===== src/rtl/net1_scheduler.sv =====
// Two-requester round-robin scheduler: grants one request, evaluates a 4-bit operand
// for EVAL_CYCLES cycles, then holds the 3-bit result until the consumer acknowledges.
module net1_scheduler #(
    parameter int EVAL_CYCLES = 1
) (
    input  logic       clock,
    input  logic       reset,
    input  logic       req0,
    input  logic [3:0] din0,
    input  logic       req1,
    input  logic [3:0] din1,
    input  logic       ack,
    output logic       gnt0,
    output logic       gnt1,
    output logic       busy,
    output logic       valid,
    output logic       id,
    output logic [2:0] dout,
    output logic [1:0] state_dbg
);

    typedef enum logic [1:0] {
        IDLE = 2'd0,
        EVAL = 2'd1,
        RESP = 2'd2
    } state_t;

    localparam logic [3:0] EVAL_LOAD = 4'(EVAL_CYCLES - 1);

    // Handshake: reqN is a level held until gntN pulses; valid holds id/dout
    // until ack is sampled high, and ack is ignored whenever valid is low.

    state_t     state;
    state_t     state_n;
    logic [3:0] cnt;
    logic [3:0] cnt_n;
    logic [3:0] opnd;
    logic [3:0] opnd_n;
    logic       prefer1;
    logic       prefer1_n;
    logic       gnt0_n;
    logic       gnt1_n;
    logic       valid_n;
    logic       id_n;
    logic [2:0] dout_n;
    logic       pick;

    // {a,b,c,d} -> {a^b, d, (c&d)|(~b&~d)}
    function automatic logic [2:0] eval_fn(input logic [3:0] op);
        logic x;
        logic y;
        logic z;
        x = op[3] ^ op[2];
        y = op[0];
        z = (op[1] & op[0]) | (~op[2] & ~op[0]);
        return {x, y, z};
    endfunction

    always_comb begin
        state_n   = state;
        cnt_n     = cnt;
        opnd_n    = opnd;
        prefer1_n = prefer1;
        gnt0_n    = 1'b0;
        gnt1_n    = 1'b0;
        valid_n   = valid;
        id_n      = id;
        dout_n    = dout;
        // Tie goes to the requester that did not win last; otherwise the lone requester wins.
        pick      = (req0 && req1) ? prefer1 : req1;

        case (state)
            IDLE: begin
                if (req0 || req1) begin
                    state_n   = EVAL;
                    cnt_n     = EVAL_LOAD;
                    id_n      = pick;
                    opnd_n    = pick ? din1 : din0;
                    gnt0_n    = ~pick;
                    gnt1_n    = pick;
                    prefer1_n = ~pick;
                end
            end
            EVAL: begin
                if (cnt == 4'd0) begin
                    state_n = RESP;
                    dout_n  = eval_fn(opnd);
                    valid_n = 1'b1;
                end else begin
                    cnt_n = cnt - 4'd1;
                end
            end
            RESP: begin
                if (ack) begin
                    valid_n = 1'b0;
                    state_n = IDLE;
                end
            end
            default: begin
                state_n = IDLE;
            end
        endcase
    end

    always_ff @(posedge clock) begin
        if (reset) begin
            state   <= IDLE;
            cnt     <= 4'd0;
            opnd    <= 4'd0;
            prefer1 <= 1'b0;
            gnt0    <= 1'b0;
            gnt1    <= 1'b0;
            busy    <= 1'b0;
            valid   <= 1'b0;
            id      <= 1'b0;
            dout    <= 3'b000;
        end else begin
            state   <= state_n;
            cnt     <= cnt_n;
            opnd    <= opnd_n;
            prefer1 <= prefer1_n;
            gnt0    <= gnt0_n;
            gnt1    <= gnt1_n;
            busy    <= (state_n != IDLE);
            valid   <= valid_n;
            id      <= id_n;
            dout    <= dout_n;
        end
    end

    assign state_dbg = state;

endmodule

===== config.mk =====
export PLATFORM = sky130hd
export DESIGN_NAME = net1_scheduler
export DESIGN_NICKNAME = d
export VERILOG_FILES = /design/src/rtl/net1_scheduler.sv
export SDC_FILE = /design/constraint.sdc
export NUM_CORES = 1
export LEC_CHECK = 0
export ABC_AREA = 1
export CORE_MARGIN = 2
export CORE_UTILIZATION = 30
export DETAILED_ROUTE_END_ITERATION = 10
export SYNTH_ARGS = -nofsm -noshare
export SYNTH_HDL_FRONTEND = slang
export SYNTH_SLANG_ARGS = --single-unit

===== constraint.sdc =====
create_clock -name clock -period 2.4 [get_ports clock]
set_input_delay 0.72 -clock clock [delete_from_list [all_inputs] [get_ports clock]]
set_output_delay 0.72 -clock clock [all_outputs]
set_load 0.02 [all_outputs]

== Yosys cells after proc, flatten, opt, wreduce, memory -nomap -nowiden ==
Index checks and enable logic that the tools add are counted.

* Add/subtract/negate cells: 1
* Multipliers: 0
* Div/mod/pow operators: 0
* Order comparisons: 0
* Equality and inequality tests: 6
* Shifts and indexed selects: 0
* Muxes and demuxes: 12
* Bitwise gates (word level): 9
* Reductions and logical operators: 12

{| class="wikitable"
|+ Operators by type and width
! kind !! count
|-
| $mux 4 || 3
|-
| $ne 2x2->1 const B || 4
|-
| $pmux 4 s2 || 1
|-
| $mux 2 || 3
|-
| $pmux 2 s3 || 1
|-
| $reduce_and 3->1 || 2
|-
| $reduce_bool 2->1 || 3
|-
| $not 1->1 || 5
|-
| $logic_not 4->1 || 1
|-
| $reduce_and 2->1 || 2
|-
| $sub 4x1->4 const B || 1
|-
| $mux 1 || 3
|-
| $reduce_or 3->1 || 1
|-
| $and 1x1->1 || 2
|-
| $eq 2x1->1 const B || 1
|-
| $eq 2x2->1 const B || 1
|-
| $logic_not 2->1 || 1
|-
| $pmux 1 s2 || 1
|-
| $logic_and 1x1->1 || 1
|-
| $logic_or 1x1->1 || 1
|-
| $or 1x1->1 || 1
|-
| $xor 1x1->1 || 1
|}

* Bits in registers: 19
* Bits in latches: 0
* RAM bits: 0
* Bits in read-only memories: 0
* Memories: 0

== Logic depth before layout (Yosys ltp) ==
Gate-level depths: netlist of the first run.

* Depth in word-level cells: 4
* Gate-level depth with buffers: 8
* Mapped depth without buffers: 8

== Worst setup path after synthesis of the first run ==
OpenSTA, ideal clock, no wires.

* Kind: in2reg
* From: input req0
* To: register cnt[2]
* Arrival time: 1224 ps
* Required time: 2285 ps
* Setup slack: 1061 ps
* Cell stages on the path: 4
* Path buffers: 0
* Path through: o21ai_2 nand2_2 a21oi_1 nor2_1

* Longest elaborated chain between the ends: 3

{| class="wikitable"
|+ RTL lines
! element !! line !! RTL
|-
| from (decl) || 8 || <nowiki>input logic req0,</nowiki>
|-
| $logic_or 1x1->1 || 74 || <nowiki>if (req0 || req1) begin</nowiki>
|-
| $ne 2x2->1 (no source line) || - ||
|-
| $reduce_and 3->1 (no source line) || - ||
|-
| to (signal assigned) || 119 || <nowiki>cnt <= cnt_n;</nowiki>
|-
| to (decl) || 35 || <nowiki>logic [3:0] cnt;</nowiki>
|}

No other way between the ends.
A chain may end at the register's enable or synchronous reset.

== Final worst setup path of the first run ==
* From: register state[0] (netlist: state_dbg[0])
* To: output state_dbg[0]

{| class="wikitable"
|+ RTL lines
! element !! line !! RTL
|-
| from (decl) || 33 || <nowiki>state_t state;</nowiki>
|-
| from (signal assigned) || 118 || <nowiki>state <= state_n;</nowiki>
|-
| to (decl) || 19 || <nowiki>output logic [1:0] state_dbg</nowiki>
|}

No word-level cell between the ends.

==> key figures, run 1 <==
Worst setup path
  – Worst r2r dst: dout[1]
  – Crit path largest cell delay: about 640 ps
  – CP cell instances: clkdlybuf4s50_1
  – FF-to-FF path depth: 7
  – Crit path max-delay cell type: clkdlybuf4s50_1
  – CP endpoint kind: primary output
  – CP Class: reg -> out
  – Worst setup endpoint: state_dbg[0]
  – Crit start category: flop
  – Worst Path Required: between 1500 and 2000 ps
  – Worst reg-to-reg setup slack: between 1000 and 1500 ps
  – Worst Setup SP: state_dbg[0]
  – Worst Path Max Fanout: 5
  – Delay-heaviest family, CP: buffers and inverters
  – RR Startpoint: cnt[0]
  – Stages on the worst setup path: 1
  – Worst EP arrival: 1360 ps
  – Worst path buffer plus inverter count: 1

Outcome
  – Status: finished, final reports clean

Synth
  – Ranking of synthesized cells by area: dfxtp_1, nand2_1, nand3_1
  – Syn nets: approximately 120
  – Post-Syn Area: between 800 and 900 um2
  – Cell taking the most area after synthesis: dfxtp_1
  – #FFs+latches synth: 19
  – Async S/R FF share, synth: 0%
  – Yosys top cell area share: 45.6%
  – Mapped Cells: around 110
  – Register area share after synthesis: 45.6%
  – Commonest cells post-synth: nand2_1, dfxtp_1, nor2_1
  – Cell with the most instances after synthesis: nand2_1
  – Yosys cell types: 21
  – Post-synth EDFFs: 0
  – Synth Flop Type: dfxtp_1
  – Mapped Avg Cell Area: ~7.7 um2
  – Warnings, synthesis: 0

CTS
  – Longest Clk Path Bufs: 2
  – Clock Pin Slew Worst Setup and Hold Paths: approximately 110 ps
  – CTS resizes: 0
  – Hold buffer count at cts: 0
  – H-tree Lvls: 1
  – Setup Fix Bufs, Post-CTS: 0
  – Clk root buf: clkbuf_4
  – CTS tree: yes
  – TritonCTS Buffers: 3
  – Clk Latency, worst-skew pair: 290 ps
  – Clk sinks: 19

Placed design
  – Placer congestion estimate: approximately 0.75
  – Final HPWL DP: about 1.4 mm
  – Port Buf Inserts: 22
  – Post-Place Cells: ~160

Layout
  – Nets@finish: about 150
  – Seq. cell area: around 380 um2
  – Fraction of layout cells with a size suffix above 1: roughly 14%
  – FILL cells: about 290
  – Layout Cells excl Fill: around 170
  – ANT cells: 0
  – Area taken by multi-input logic gates: 405 um2
  – Area Growth Syn to Fin: 34.2%

Timing
  – Setup TNS Final: 0 ps
  – Max Transition Viols Final: 0
  – Fin crit share: slightly below 90%
  – Worst Max-Slew Pin Slew: 292 ps
  – RSZ-0062 raised after global routing: false
  – Hold Vio Cnt, Final: 0
  – Skew final: 2.97 ps
  – Final min period: between 2000 and 2500 ps
  – Slew headroom: 80.5%
  – Finish-stage setup viols: 0
  – Fmax: ~480 MHz

Floorplan
  – Die X: ~57 um
  – Core Region: roughly 0.0027 mm2
  – Chip height: around 57 um
  – Starting Density: between 30% and 40%
  – Io pins: 23
  – Rows: 19
  – Die footprint: approximately 0.0032 mm2

Power
  – Total power: around 1.1 mW
  – Peak VDD IR: roughly 0.00042 V
  – PD cells: 982 mW/mm2
  – Leakage power: about 0.47 nW

GRT
  – Largest net degree at the start of global routing: 11
  – Initial antenna violation count: 0
  – Vias in the first global route: approximately 740
  – Grt total ovfl: 0
  – First-pass GRT wire length: around 3.2 mm
  – All-layer global routing usage: around an eighth

Drt
  – Drt pass-1 iters: 3
  – DRT iter0 DRCs: 11
  – Post-route antenna net violation count: 0
  – Vias/cell: roughly 4.6
  – Total wire length: ~1.8 mm
  – Via count: between 700 and 800
  – Routed len/inst: approximately 11 um
  – Drc violations: 0

Hold path
  – Hold Path Class: reg -> reg
  – Min-delay src: cnt[0]

Run
  – MaxCap Viol Count: 0
-- metal layers --
layer  global-route usage [%]  wire [um]  vias to the layer above
met1                     15.1        836                      340
met2                     21.3        914                       11
met4                     5.98         13                        0
li1                         -          -                      401
met5                        0          0                        -
met3                     2.30         60                        2
-- cell type report --
type                            instances  share of cell area [%]
Clock buffer                            4                    2.35
Inverter                               11                    3.69
Tap cell                               31                    3.46
Sequential cell                        19                    34.0
Timing Repair Buffer                   23                    20.3
Multi-Input combinational cell         77                    36.2
-- worst min path at each step --
| stage | endpoint | slack, ps | depth (start not counted) |
|---|---|---|---|
| 3_5_place_dp | opnd[1] | 450 | 2 |
| 3_3_place_gp | opnd[1] | 450 | 2 |
| 5_1_grt | cnt[0] | 490 | 1 |
| 2_1_floorplan | cnt[0] | 430 | 1 |
| 6_report | cnt[0] | 470 | 1 |
| 4_1_cts | opnd[1] | 470 | 2 |
-- stage by stage --
stage	area [um2]	utilization [%]	setup slack, ps	hold slack [ps]
floorplan	835	-	1060	426
global placement	1090	40.4	461	447
detailed placement	1090	40.4	436	451
CTS	1120	41.3	293	468
global route	1120	41.3	243	495
finish	1120	41.3	316	466
-- registers in the layout, summed over array words and instances (netlist names) --
| signal | cells |
|---|---|
| busy | 1 |
| cnt | 4 |
| dout | 3 |
| gnt0 | 1 |
| gnt1 | 1 |
| id | 1 |
| opnd | 4 |
| prefer1 | 1 |
| state_dbg | 2 |
| valid | 1 |
-- power breakdown --
part           switching (mW)  internal, mW  total, mW
clock network          0.0982        0.0647      0.163
registers              0.0514         0.394      0.445
logic                   0.287         0.205      0.491
total                   0.436         0.664       1.10
-- cells by family after synthesis --
| family | after synthesis | synth area share [%] |
|---|---|---|
| AO/OA/AOI/OAI | 15 | 9.90 |
| buffers and inverters | 12 | 5.85 |
| AND/OR/NAND/NOR | 60 | 36.1 |
| flip-flops | 19 | 45.6 |
| adder cells (fa/ha/maj) | 1 | 1.50 |
| XOR/XNOR | 1 | 1.05 |
-- layout by cell type (no fill, tap or decap), types with 2 or more instances in the layout --
cell type / netlist / routed
o21ai_0: 6 / 6
nor3_1: 3 / 3
inv_2: 2 / 2
nand2_4: 2 / 2
inv_1: 8 / 8
a21oi_1: 7 / 7
clkdlybuf4s50_1: 0 / 22
clkbuf_4: 0 / 3
nor2_4: 3 / 3
nand2_1: 21 / 21
nand2_2: 4 / 4
dfxtp_1: 19 / 19
nor2_1: 13 / 13
nand3_1: 11 / 11
No activity file was read; power rests on OpenSTA's default activity.
==> run 2, diff against run 1 <==
--- a/config.mk
+++ b/config.mk
@@ -7,8 +7,10 @@
 export LEC_CHECK = 0
 export ABC_AREA = 1
 export CORE_MARGIN = 2
-export CORE_UTILIZATION = 30
+export CORE_UTILIZATION = 45
 export DETAILED_ROUTE_END_ITERATION = 10
+export PLACE_DENSITY = 0.76
+export SKIP_CTS_REPAIR_TIMING = 1
 export SYNTH_ARGS = -nofsm -noshare
 export SYNTH_HDL_FRONTEND = slang
 export SYNTH_SLANG_ARGS = --single-unit
==> run 2 against run 1 <==
Wire length is 7.9% lower. Power is 0.34% lower. Via count is 1.2% lower. Die area is 31% lower. Sequential share of layout area is 0.19 points higher. Setup slack better by 20 ps. First-iteration DRC count is 27% lower. Cell area is 0.56% lower. Clock skew is 5.5 ps higher. Critical endpoint unchanged. Largest cell class unchanged.
==> key figures, run 2 (synthesis gave the netlist of run 1 again) <==
Outcome
  – Status: finished, final reports clean

Worst setup path
  – Worst reg-to-reg setup slack: 1170 ps (+20 ps)
  – Worst EP arrival: 1340 ps (-20 ps)
  – Crit path max-delay cell type: clkdlybuf4s50_1
  – Crit path largest cell delay: 630 ps (about the same)
  – CP Class: reg -> out
  – Crit start category: flop
  – CP cell instances: clkdlybuf4s50_1
  – Worst Path Max Fanout: 5 (unchanged)
  – Delay-heaviest family, CP: buffers and inverters
  – CP endpoint kind: primary output
  – Worst Path Required: 1680 ps (about the same)
  – Worst Setup SP: state_dbg[0]
  – RR Startpoint: cnt[0]
  – Worst path buffer plus inverter count: 1 (unchanged)

Timing
  – Finish-stage setup viols: 0 (unchanged)
  – Fmax: 484 MHz (+0.98%)
  – Worst Max-Slew Pin Slew: 310 ps (+17.9 ps)
  – Max Transition Viols Final: 0 (unchanged)
  – RSZ-0062 raised after global routing: false
  – Hold Vio Cnt, Final: 0 (unchanged)
  – Fin crit share: 86.0% (-0.84 points)
  – Slew headroom: 79.3% (-1.2 points)
  – Skew final: 8.51 ps (+5.54 ps)
  – Final min period: 2060 ps (-20.2 ps)
  – Setup TNS Final: 0 ps (unchanged)

Drt
  – Drt pass-1 iters: 4 (+1)
  – DRT iter0 DRCs: 8 (-3)
  – Drc violations: 0 (unchanged)
  – Total wire length: 1.68 mm (-7.9%)
  – Via count: 745 (-1.2%)
  – Post-route antenna net violation count: 0 (unchanged)
  – Vias/cell: 4.69 (+2.5%)
  – Routed len/inst: 10.6 um (-4.4%)

Layout
  – ANT cells: 0 (unchanged)
  – Regs by FF count: cnt x4, opnd x4, dout x3
  – Most frequent cells in the layout: clkdlybuf4s50_1, nand2_1, dfxtp_1
  – Commonest non-fill, non-tap cell in the layout: clkdlybuf4s50_1
  – Cell area after layout: 0.00111 mm2 (-0.56%)
  – Fraction of layout cells with a size suffix above 1: 14.9% (+0.75 points)
  – Nets@finish: 149 (unchanged)
  – Area Growth Syn to Fin: 33.4%
  – FILL cells: 160 (-44%)

Power
  – Clock group share of total power: 15.0% (+0.2 points)
  – Sw Ratio: 39.7% (about the same)
  – P_int: 0.661 mW (-0.36%)
  – NetSw: 0.435 mW (-0.32%)
  – PD cells: 984 mW/mm2 (+0.22%)
  – Sequential share of power: 40.5% (about the same)
  – Peak VDD IR: 0.000593 V (+40%)
  – Leakage power: 0.477 nW (+0.57%)
  – Combinational cell fraction of total power: 44.5% (-0.2 points)

Floorplan
  – Io pins: 23 (unchanged)
  – Chip height: 47.1 um (-17%)
  – Die X: 47.1 um (-17%)
  – Starting Density: 48.3% (+18 points)
  – Die footprint: 0.00222 mm2 (-31%)
  – Core Region: 0.00173 mm2 (-36%)
  – Rows: 15 (-4)

CTS
  – Clock Pin Slew Worst Setup and Hold Paths: 120 ps (about the same)
  – TritonCTS Buffers: 3 (unchanged)
  – Clk root buf: clkbuf_4
  – H-tree Lvls: 1 (unchanged)
  – Clk Latency, worst-skew pair: 300 ps (about the same)
  – Clk sinks: 19 (unchanged)
  – CTS tree: yes
  – Longest Clk Path Bufs: 2 (unchanged)

Hold path
  – Hold Path Class: reg -> reg
  – Min-delay src: opnd[1]

Placed design
  – Placer congestion estimate: 0.745 (-0.27%)
  – Placed cell areas: 0.00109 mm2 (-0.69%)
  – Final HPWL DP: 1.36 mm (-4.5%)
  – Port Buf Inserts: 22 (unchanged)

GRT
  – Initial antenna violation count: 0 (unchanged)
  – First-pass GRT wire length: 2.50 mm (-21%)
  – All-layer global routing usage: 17.0% (+4.4 points)
  – Grt total ovfl: 0 (unchanged)
  – Vias in the first global route: 589 (-20%)
  – Largest net degree at the start of global routing: 12 (+1)

Run
  – MaxCap Viol Count: 0 (unchanged)
-- run 2: changes by cell type in the layout (fill, tap and decap cells not counted) --
cell / before / now
clkinv_2: 0 / 1
clkbuf_1: 1 / 0
-- run 2: worst min-delay path, stage by stage, from the launching register on --
cell and delay, ps:
dfxtp_1 330, nand2_1 60, nand2_1 40
-- run 2: metrics by stage --
| stage | worst slack, ps | power (mW) | hold slack (ps) | util [%] | cells |
|---|---|---|---|---|---|
| floorplan | 1060 | 0.780 | 426 | - | 108 |
| finish | 336 | 1.10 | 465 | 64.5 | 159 |
| detailed placement | 432 | 0.944 | 449 | 62.9 | 155 |
| global route | 281 | 1.17 | 478 | 64.5 | 159 |
| global placement | 473 | 0.934 | 445 | 62.9 | 155 |
| CTS | 318 | 1.11 | 468 | 64.5 | 159 |
-- run 2: area by class of cell --
class / instances / area, um2 / area share [%]
clock buffers: 3 / 22.5 / 2.02
clock inverters: 1 / 5.00 / 0.449
well taps: 25 / 31.3 / 2.81
flip-flops and latches: 19 / 380 / 34.2
inverters: 11 / 41.3 / 3.71
repair buffers: 23 / 228 / 20.4
multi-input cells: 77 / 405 / 36.4
-- run 2: metal layers --
metal  vias up  wire, um  share of wire, %  GRT usage (%)
li1        401         -                 -              -
met1       319       785                47           20.6
met2        21       781                46           27.7
met3         4        75               4.5           3.46
met4         0        38               2.3           10.0
met5         -         0                 0              0
-- run 2: final timing paths --
path                  end  depth (start not counted)
max reg2reg        cnt[2]                          8
max          state_dbg[0]                          1
min reg2reg       opnd[1]                          2
min               opnd[1]                          2
-- run 2: power by group through the flow --
| stage | registers, mW | clock network (mW) | logic [mW] |
|---|---|---|---|
| 3_3_place_gp | 0.450 | 0 | 0.484 |
| 2_1_floorplan | 0.500 | 0 | 0.280 |
| 4_1_cts | 0.444 | 0.169 | 0.494 |
| 6_report | 0.444 | 0.164 | 0.488 |
| 5_1_grt | 0.452 | 0.184 | 0.539 |
| 3_5_place_dp | 0.452 | 0 | 0.492 |
